[src/rtl/demux_1to4_reg.sv]
// demux_1to4_reg
// Registered 1-to-4 stream demultiplexer. One valid/ready input stream carries
// a 2-bit destination select. Each beat lands in one of four single-entry
// holding registers, and each register has its own valid/ready handshake.
// Every channel also keeps a wrapping count of the beats it has delivered.
//
// Ordering is strict. A blocked selected channel stalls the whole input, even
// when other channels are empty. A channel that delivers and accepts in the
// same cycle reloads without a bubble.

module demux_1to4_reg #(
    parameter int BUS_WIDTH = 4,
    parameter int CNT_WIDTH = 8
) (
    input  logic                 clk,
    input  logic                 rst,

    input  logic                 in_valid,
    output logic                 in_ready,
    input  logic [BUS_WIDTH-1:0] in_data,
    input  logic [1:0]           in_sel,

    output logic [3:0]           out_valid,
    input  logic [3:0]           out_ready,
    output logic [BUS_WIDTH-1:0] out_data_a,
    output logic [BUS_WIDTH-1:0] out_data_b,
    output logic [BUS_WIDTH-1:0] out_data_c,
    output logic [BUS_WIDTH-1:0] out_data_d,

    output logic [CNT_WIDTH-1:0] count_a,
    output logic [CNT_WIDTH-1:0] count_b,
    output logic [CNT_WIDTH-1:0] count_c,
    output logic [CNT_WIDTH-1:0] count_d
);

    localparam logic [CNT_WIDTH-1:0] CNT_ONE = {{(CNT_WIDTH-1){1'b0}}, 1'b1};

    logic [3:0]           r_full;
    logic [BUS_WIDTH-1:0] r_data [4];
    logic [CNT_WIDTH-1:0] r_cnt  [4];

    logic                 w_in_ready;
    logic                 w_accept;
    logic [3:0]           w_deliver;
    logic [3:0]           w_wr_en;

    // The selected channel alone decides input readiness. in_valid is kept out
    // of this path on purpose, so that no combinational loop can form upstream.
    always_comb begin
        w_in_ready = !r_full[in_sel] || out_ready[in_sel];
    end

    // Handshake decode: any subset of channels may deliver in a cycle, but at
    // most one channel is written.
    always_comb begin
        w_accept  = in_valid && w_in_ready;
        w_deliver = r_full & out_ready;
        w_wr_en   = 4'b0000;
        if (w_accept) begin
            w_wr_en[in_sel] = 1'b1;
        end
    end

    // Full flags. A write wins over a delivery, so a simultaneous deliver and
    // accept keeps the channel full.
    always_ff @(posedge clk or posedge rst) begin
        if (rst) begin
            r_full <= 4'b0000;
        end else begin
            for (int k = 0; k < 4; k++) begin
                if (w_wr_en[k]) begin
                    r_full[k] <= 1'b1;
                end else if (w_deliver[k]) begin
                    r_full[k] <= 1'b0;
                end
            end
        end
    end

    // Holding data. It changes only on an accept into that channel and keeps
    // its last value after delivery.
    always_ff @(posedge clk or posedge rst) begin
        if (rst) begin
            for (int k = 0; k < 4; k++) begin
                r_data[k] <= '0;
            end
        end else begin
            for (int k = 0; k < 4; k++) begin
                if (w_wr_en[k]) begin
                    r_data[k] <= in_data;
                end
            end
        end
    end

    // Delivered-beat counters. They wrap freely, with no saturation.
    always_ff @(posedge clk or posedge rst) begin
        if (rst) begin
            for (int k = 0; k < 4; k++) begin
                r_cnt[k] <= '0;
            end
        end else begin
            for (int k = 0; k < 4; k++) begin
                if (w_deliver[k]) begin
                    r_cnt[k] <= r_cnt[k] + CNT_ONE;
                end
            end
        end
    end

    assign in_ready   = w_in_ready;
    assign out_valid  = r_full;
    assign out_data_a = r_data[0];
    assign out_data_b = r_data[1];
    assign out_data_c = r_data[2];
    assign out_data_d = r_data[3];
    assign count_a    = r_cnt[0];
    assign count_b    = r_cnt[1];
    assign count_c    = r_cnt[2];
    assign count_d    = r_cnt[3];

endmodule

[config.mk]
export PLATFORM = sky130hd
export DESIGN_NAME = demux_1to4_reg
export DESIGN_NICKNAME = d
export VERILOG_FILES = /design/src/rtl/demux_1to4_reg.sv
export SDC_FILE = /design/constraint.sdc
export NUM_CORES = 1
export LEC_CHECK = 0
export BUFFER_PORTS_ARGS = -buffer_cell sky130_fd_sc_hd__buf_4
export CAP_MARGIN = 25
export CORE_MARGIN = 3
export CORE_UTILIZATION = 51
export CTS_CLUSTER_SIZE = 30
export DETAILED_ROUTE_END_ITERATION = 7
export PLACE_DENSITY = 0.79
export SKIP_CTS_REPAIR_TIMING = 1
export SLEW_MARGIN = 10
export SYNTH_ARGS = -nofsm -noshare
export SYNTH_HDL_FRONTEND = slang
export SYNTH_SLANG_ARGS = --single-unit
export TNS_END_PERCENT = 5
[constraint.sdc]
create_clock -name clk -period 1.7 [get_ports clk]
set_input_delay 0.085 -clock clk [delete_from_list [all_inputs] [get_ports clk]]
set_output_delay 0.085 -clock clk [all_outputs]
set_load 0.005 [all_outputs]
---- After elaboration in Yosys (flattened, before gate mapping) ----
Index checks and enable logic that the tools add are counted.
cells by class
  add/sub/neg operators ................... 4
  magnitude comparators ................... 2
  multiplexer cells ....................... 15
  bitwise operators ....................... 1
  reduce and logical (&&, ||, !) cells .... 8
operator list
  cell                                                                           count
  8-bit by 1-bit adder with 8-bit output (second input constant)                 4
  1-bit 2-to-1 mux                                                               11
  2-bit nonzero test                                                             4
  4-bit bitwise AND                                                              1
  1-bit binary-select mux with 2-bit select                                      2
  4-bit 2-to-1 mux                                                               1
  2-bit by 3-bit less-than comparator with 1-bit output (second input constant)  1
  1-bit demux with 2-bit select                                                  1
  2-bit by 1-bit >= comparator with 1-bit output (second input constant)         1
  1-bit logical AND                                                              2
  1-bit logical NOT                                                              1
  1-bit logical OR                                                               1
storage, ports and cells
  register bits after elaboration ......... 52
  input port bits ......................... 13
  output and inout bits ................... 53

---- Depth between registers and ports, before layout ----
Gate-level depths: netlist of run 1.
  word-level depth ........................ 7
  depth in mapped cells ................... 4
  gate-level depth less buffers ........... 4

---- Least setup slack after synthesis of run 1 ----
OpenSTA, ideal clock, no wires.
  kind .................................... flip-flop to flip-flop
  from .................................... reg r_full[2], in the netlist out_valid[2]
  to ...................................... reg r_data, in the netlist out_data_c[0]
  data arrival time ....................... 1.098 ns
  data required time ...................... 1.575 ns
  slack ................................... 0.478 ns
  stages on the path, launching flop included .. 4
  buffers on the path ..................... 0
  clock period less this slack ............ 1.222 ns
  cells stage by stage .................... dfrtp_1 -> nand2b_1 -> nor3b_4 -> mux2_2
between the ends
  word-level cells in the longest chain between the ends .. 6
ends and longest elaborated chain
  element                                    RTL line  RTL
  from (decl)                                38        logic [3:0] r_full;
  from (signal assigned)                     68        r_full <= 4'b0000;
  from (signal, indexed assignment)          72        r_full[k] <= 1'b1;
  from (signal, indexed assignment)          74        r_full[k] <= 1'b0;
  1-bit binary-select mux with 2-bit select  50        w_in_ready = !r_full[in_sel] || out_ready[in_sel];
  1-bit 2-to-1 mux (not written as such)     50
  1-bit logical NOT                          50
  1-bit logical OR                           50
  1-bit logical AND                          56        w_accept = in_valid && w_in_ready;
  4-bit 2-to-1 mux                           59        if (w_accept) begin
  to (signal, indexed assignment)            90        r_data[k] <= in_data;
  to (decl)                                  39        logic [BUS_WIDTH-1:0] r_data [4];
No other way between the ends. The select of a mux whose other input is x is not followed.
A chain may end at the register's enable or synchronous reset.

---- Worst setup path after layout of run 1 ----
  from .................................... reg r_full[1], in the netlist out_valid[1]
  to ...................................... out in_ready
between the ends
  word-level cells in the longest chain between the ends .. 4
ends and longest elaborated chain
  element                                    RTL line  RTL
  1-bit binary-select mux with 2-bit select  50
  1-bit 2-to-1 mux (not written as such)     50
  1-bit logical NOT                          50
  1-bit logical OR                           50
  to (decl)                                  19        output logic in_ready,
No other way between the ends. The select of a mux whose other input is x is not followed.

==> metrics.md, run 1 <==
| Metric | Value |
|---|---|
| Rows | `23` |
| Maximum vdd drop | `0.564 mV` |
| DRC viols | `0` |
| Net Count, Synth | `184` |
| Hold Path Class | `in -> reg` |
| DR pass1 iterations | `4` |
| Worst-path clk slew | `0.09 ns` |
| Clock Tree Buf Depth | `2` |
| Syn_area_per_cell | `13.3 sq um` |
| Seq/Total Area, Yosys | `approximately 59%` |
| Placer congestion estimate | `just under 0.8` |
| Maximum clock rate | `632 MHz` |
| Synth Cell Area | `2220 sq um` |
| Type of origin of the critical path | `register` |
| Global-route wire length before repair | `7.20 mm` |
| PnR worst setup slack | `0.117 ns` |
| TritonCTS Sinks | `52` |
| Max FO, Critical Path | `5` |
| Area share of the largest cell type after synthesis | `between 50% and 60%` |
| Worst skew pair latency | `0.30 ns` |
| Synth Instances | `167` |
| Initial Utilization | `54.3%` |
| Antenna violations before repair | `0` |
| Main combinational cell family by area after synthesis | `simple AND/OR/NAND/NOR gates` |
| Die width | `72.0 microns` |
| Synth Area in Adders | `between 2 and 2.5%` |
| Final Setup Violations | `0` |
| TritonCTS buffer count | `5` |
| RSZ-0062 raised after global routing | `false` |
| Slew HR | `60.7%` |
| Final hold viol count | `0` |
| Synth Area in Simple Gates | `roughly 15%` |
| Final core occ | `71.2%` |
| Top Ports | `66` |
| Most frequent cells in the layout | `buf_4 (67), dfrtp_1 (52), xnor2_1 (21), nand2_1 (21), mux2_2 (16)` |
| CTS tree | `yes` |
| Yosys reg bits | `52` |
| Crit Path Class | `reg -> out` |
| Main area contributors after synthesis | `dfrtp_1 (59%), xnor2_1 (8.3%), mux2_2 (8.1%), nand2_1 (3.6%), xor2_1 (2.8%)` |
| CP Data Required Time | `approximately 1.6 ns` |
| Root Driver | `clkbuf_8` |
| Total of max-cap violations | `0` |
| Commonest non-fill, non-tap cell in the layout | `buf_4` |
| H-tree level count | `2` |
| Port Buffers | `65` |
| GRT overflow | `0` |
| Iter 0 DRT Violations | `62` |
| Slew Limit Fails | `0` |
| Final #Nets | `257` |
| Largest net degree at the start of global routing | `30` |
| Placed cells | `approximately 280` |
| Worst Tran Pin Value | `0.589 ns` |
| Status | `complete, no violations` |
| Die ar. | `5180 sq um` |
| Diodes inserted | `0` |
| CP Capture Type | `output port` |
| Setup WS pre-CTS | `about 0.40 ns` |
| Post-route insts no fill | `290` |
| Core Area | `4090 sq um` |
| Synthesis Warnings | `0` |
| Synth Area in XOR/XNOR | `11.1%` |
| Detail Route Antenna Nets | `0` |
| Share of layout cells above drive strength 1 | `approximately two fifths` |
| HPWL Detailed | `roughly 3.3 mm` |
| Drt total wl | `4.43 mm` |
| Synthesis-to-finish area growth | `31.1%` |
| Compound-Gate Fraction of Synth Area | `0.226%` |
| Post-synth top area cell | `dfrtp_1` |
| Leak pwr | `around 1.4 nW` |
| Tcrit/Tclk final | `93.1%` |
| Vias in the first global route | `1,530` |
| Tmin final | `1.58 ns` |
| Vias per cell | `5.29` |
| Critical Path AT | `approximately 1.5 ns` |
| Setup TNS | `0 ns` |
| Drt wl/cell | `~15 microns` |
| Cell area power density | `1300 nW/um^2` |
| Worst Skew | `about 0.0091 ns` |
| GRT Util Overall | `18.3%` |
| Mux cell area share after synthesis | `12.0%` |
| Die height | `72.0 microns` |
| Total number of vias | `1,534` |
| Unique masters post-synth | `25` |
==> worst max-delay path, cell delays in order, from the launching register on <==
cell and delay (ns):
dfrtp_1 0.41, nand2b_1 0.12, mux4_1 0.51, buf_4 0.15
==> registers in the layout, summed over array words and instances, names as in the netlist <==
name,cells
count_a,8
count_b,8
count_c,8
count_d,8
out_data_a,4
out_data_b,4
out_data_c,4
out_data_d,4
out_valid,4
==> synth_stat cells, drive strengths merged <==
master  number
and2         1
and3         6
and4         4
buf          1
clkbuf       1
dfrtp       52
ha           4
inv          1
mux2        20
mux4         1
nand2       21
nand2b       4
nand3        5
nand3b       1
nand4        7
nor2         3
nor2b        2
nor3         3
nor3b        1
o21ai        1
xnor2       21
xor2         7
==> report_power, final <==
part           internal [W]  switching [W]
registers           0.00153       0.000310
logic              0.000635       0.000340
clock network      0.000579       0.000390
total               0.00274        0.00104
==> metal layers <==
metal  GRT usage (%)  wire, microns  vias to the layer above  part of all wire [%]
li1                -              -                      717                     -
met1            24.0           1980                      765                    45
met2            28.1           2060                       50                    47
met3            6.93            354                        2                   8.0
met4            6.47             30                        0                  0.68
met5               0              0                        -                     0
==> cell type report <==
cell class / count / area, sq um
Fill cell: 310 / 1180
Sequential cell: 52 / 1300
Timing Repair Buffer: 68 / 513
Multi-Input combinational cell: 112 / 898
Clock buffer: 5 / 68.8
Tap cell: 50 / 62.6
Clock inverter: 2 / 60.1
Inverter: 1 / 3.75
==> stage by stage <==
stage	total power, W	cell area (sq um)	hold slack (ns)
after floorplan	0.00223	2220	0.195
after global placement	0.00281	2770	0.190
after detailed placement	0.00285	2770	0.184
after CTS	0.00382	2900	-0.147
after global routing	0.00400	2910	0.0294
final	0.00378	2910	0.0441
==> logic make-up after synthesis <==
| family | after synthesis |
|---|---|
| AND/OR/NAND/NOR | 58 |
| flip-flops | 52 |
| XOR/XNOR | 28 |
| multiplexers | 21 |
| adder cells (fa/ha/maj) | 4 |
| buffers and inverters | 3 |
| AO/OA/AOI/OAI | 1 |
==> path summary, 6_finish.rpt <==
check,from,endpoint,slack (ns),cells past startpoint
worst max-delay path,out_valid[1]$_DFFE_PP0P_,in_ready,0.12,3
worst min-delay path,in_data[1],out_data_b[1]$_DFFE_PP0P_,0.04,2
worst max register to register,out_valid[2]$_DFFE_PP0P_,out_data_c[1]$_DFFE_PP0P_,0.37,3
worst min register to register,count_d[7]$_DFFE_PP0P_,count_d[7]$_DFFE_PP0P_,0.48,1
max in group asynchronous,rst,count_d[3]$_DFFE_PP0P_,0.67,4
min in group asynchronous,rst,out_data_a[2]$_DFFE_PP0P_,0.40,3
Note: power is estimated with default switching activity, not from simulation.
==> run 2: changes to the inputs <==
--- a/config.mk
+++ b/config.mk
@@ -12,6 +12,7 @@
 export CTS_CLUSTER_SIZE = 30
 export DETAILED_ROUTE_END_ITERATION = 7
 export PLACE_DENSITY = 0.79
+export RECOVER_POWER = 50
 export SKIP_CTS_REPAIR_TIMING = 1
 export SLEW_MARGIN = 10
 export SYNTH_ARGS = -nofsm -noshare
==> metrics.md, run 2 (synthesis gave the netlist of run 1 again) <==
| Metric | Value |
|---|---|
| Leak pwr | `1.39 nW (-2.9%)` |
| CP Capture Type | `output port` |
| Vias per cell | `5.28 (-0.26%)` |
| Root Driver | `clkbuf_8` |
| Core Area | `4090 sq um (unchanged)` |
| Tightest hold margin | `0.0475 ns (+0.00340 ns)` |
| Global-route wire length before repair | `7.20 mm (unchanged)` |
| Total number of vias | `1,530 (-0.26%)` |
| Total of max-cap violations | `0 (unchanged)` |
| Tot Pwr | `0.00373 W (-1.4%)` |
| RSZ-0062 raised after global routing | `false` |
| Tmin final | `1.58 ns (-0.00197 ns)` |
| H-tree level count | `2 (unchanged)` |
| Worst Tran Pin Value | `1.06 ns (+0.468 ns)` |
| Crit Path Class | `reg -> out` |
| TritonCTS Sinks | `52 (unchanged)` |
| Worst skew pair latency | `0.30 ns (about the same)` |
| Die width | `72.0 microns (unchanged)` |
| CTS tree | `yes` |
| Clock Tree Buf Depth | `2 (unchanged)` |
| Share of layout cells above drive strength 1 | `37.9% (-3.3 points)` |
| Rows | `23 (unchanged)` |
| Die ar. | `5180 sq um (unchanged)` |
| Slew HR | `29.4% (-31 points)` |
| Initial Utilization | `54.3% (unchanged)` |
| Final hold viol count | `0 (unchanged)` |
| CP Data Required Time | `1.62 ns (about the same)` |
| GRT overflow | `0 (unchanged)` |
| Detail Route Antenna Nets | `0 (unchanged)` |
| Maximum vdd drop | `0.558 mV (-1.2%)` |
| Setup TNS | `0 ns (unchanged)` |
| Worst Skew | `0.00872 ns (-0.000356 ns)` |
| Die height | `72.0 microns (unchanged)` |
| Commonest non-fill, non-tap cell in the layout | `dfrtp_1` |
| Placer congestion estimate | `0.786 (unchanged)` |
| Port Buffers | `65 (unchanged)` |
| Cell area power density | `1290 nW/um^2 (-0.53%)` |
| Final Setup Violations | `0 (unchanged)` |
| TritonCTS buffer count | `5 (unchanged)` |
| Max FO, Critical Path | `5 (unchanged)` |
| Worst-path clk slew | `0.09 ns (about the same)` |
| Fillers | `321 (+3.5%)` |
| Status | `complete, no violations` |
| GRT Util Overall | `18.3% (unchanged)` |
| Type of origin of the critical path | `register` |
| R2R cell count | `3 (unchanged)` |
| Diodes inserted | `0 (unchanged)` |
| Drt total wl | `4.38 mm (-1.1%)` |
| Tcrit/Tclk final | `93.0% (-0.12 points)` |
| DR pass1 iterations | `4 (unchanged)` |
| Hold Path Depth | `2 (unchanged)` |
| Top Ports | `66 (unchanged)` |
| Iter 0 DRT Violations | `56 (-9.7%)` |
| Largest net degree at the start of global routing | `30 (unchanged)` |
| Maximum clock rate | `633 MHz (+0.12%)` |
| Critical Path AT | `1.50 ns (about the same)` |
| HPWL Detailed | `3.31 mm (unchanged)` |
| Drt wl/cell | `15.1 microns (-1.1%)` |
| Most frequent cells in the layout | `dfrtp_1 (52), clkbuf_4 (38), buf_4 (22), xnor2_1 (21), nand2_1 (21)` |
| Slew Limit Fails | `0 (unchanged)` |
| Synthesis-to-finish area growth | `29.9%` |
| Final #Nets | `257 (unchanged)` |
| Hold Path Class | `in -> reg` |
| Antenna violations before repair | `0 (unchanged)` |
| DRC viols | `0 (unchanged)` |
| Vias in the first global route | `1,530 (unchanged)` |
-- run 2: cell count changes in the layout (fill, tap and decap cells not counted), sizes merged --
cell    previous run  this run
clkbuf             5        50
buf               67        22
-- run 2: worst paths after layout --
check | from | endpoint | slack (ns)
max in group asynchronous | rst | count_d[3]$_DFFE_PP0P_ | 0.31
hold / removal | in_data[3] | out_data_b[3]$_DFFE_PP0P_ | 0.05
min in group asynchronous | rst | out_data_a[2]$_DFFE_PP0P_ | 0.60
hold reg to reg | count_d[7]$_DFFE_PP0P_ | count_d[7]$_DFFE_PP0P_ | 0.47
setup / recovery | out_valid[1]$_DFFE_PP0P_ | in_ready | 0.12
setup reg to reg | out_valid[2]$_DFFE_PP0P_ | out_data_c[1]$_DFFE_PP0P_ | 0.37
-- run 2: critical path, stage by stage, from the launching register on --
cell and delay [ns]:
dfrtp_1 0.40, nand2b_1 0.12, mux4_1 0.51, buf_4 0.15
-- run 2: stage by stage --
stage | area (sq um) | setup slack [ns] | instances | util [%]
after detailed placement | 2770 | 0.396 | 282 | 67.8
final | 2880 | 0.119 | 290 | 70.5
after global routing | 2880 | 0.0405 | 290 | 70.5
after global placement | 2770 | 0.419 | 282 | 67.8
after CTS | 2900 | 0.0959 | 289 | 70.9
after floorplan | 2220 | 0.357 | 167 | -
-- run 2: cell type report --
type	count	area, sq um	share of cell area, %
repair buffers	68	487	16.9
flip-flops and latches	52	1300	45.2
well taps	50	62.6	2.17
clock inverters	2	60.1	2.08
clock buffers	5	68.8	2.39
inverters	1	3.75	0.130
multi-input cells	112	898	31.2
-- run 2: where the power goes --
| part | total (W) | leakage (nW) | internal (W) | switching (W) |
|---|---|---|---|---|
| combinational | 0.000932 | 0.664 | 0.000593 | 0.000339 |
| sequential | 0.00183 | 0.661 | 0.00153 | 0.000304 |
| clock | 0.000965 | 0.0642 | 0.000579 | 0.000385 |
| total | 0.00373 | 1.39 | 0.00270 | 0.00103 |
-- run 2: per-layer routing --
metal / track usage (%) / vias up / wire [microns]
met5: 0 / - / 0
met4: 6.47 / 0 / 30
met3: 6.93 / 2 / 304
met2: 28.1 / 48 / 2050
met1: 24.0 / 762 / 2000
li1: - / 718 / -
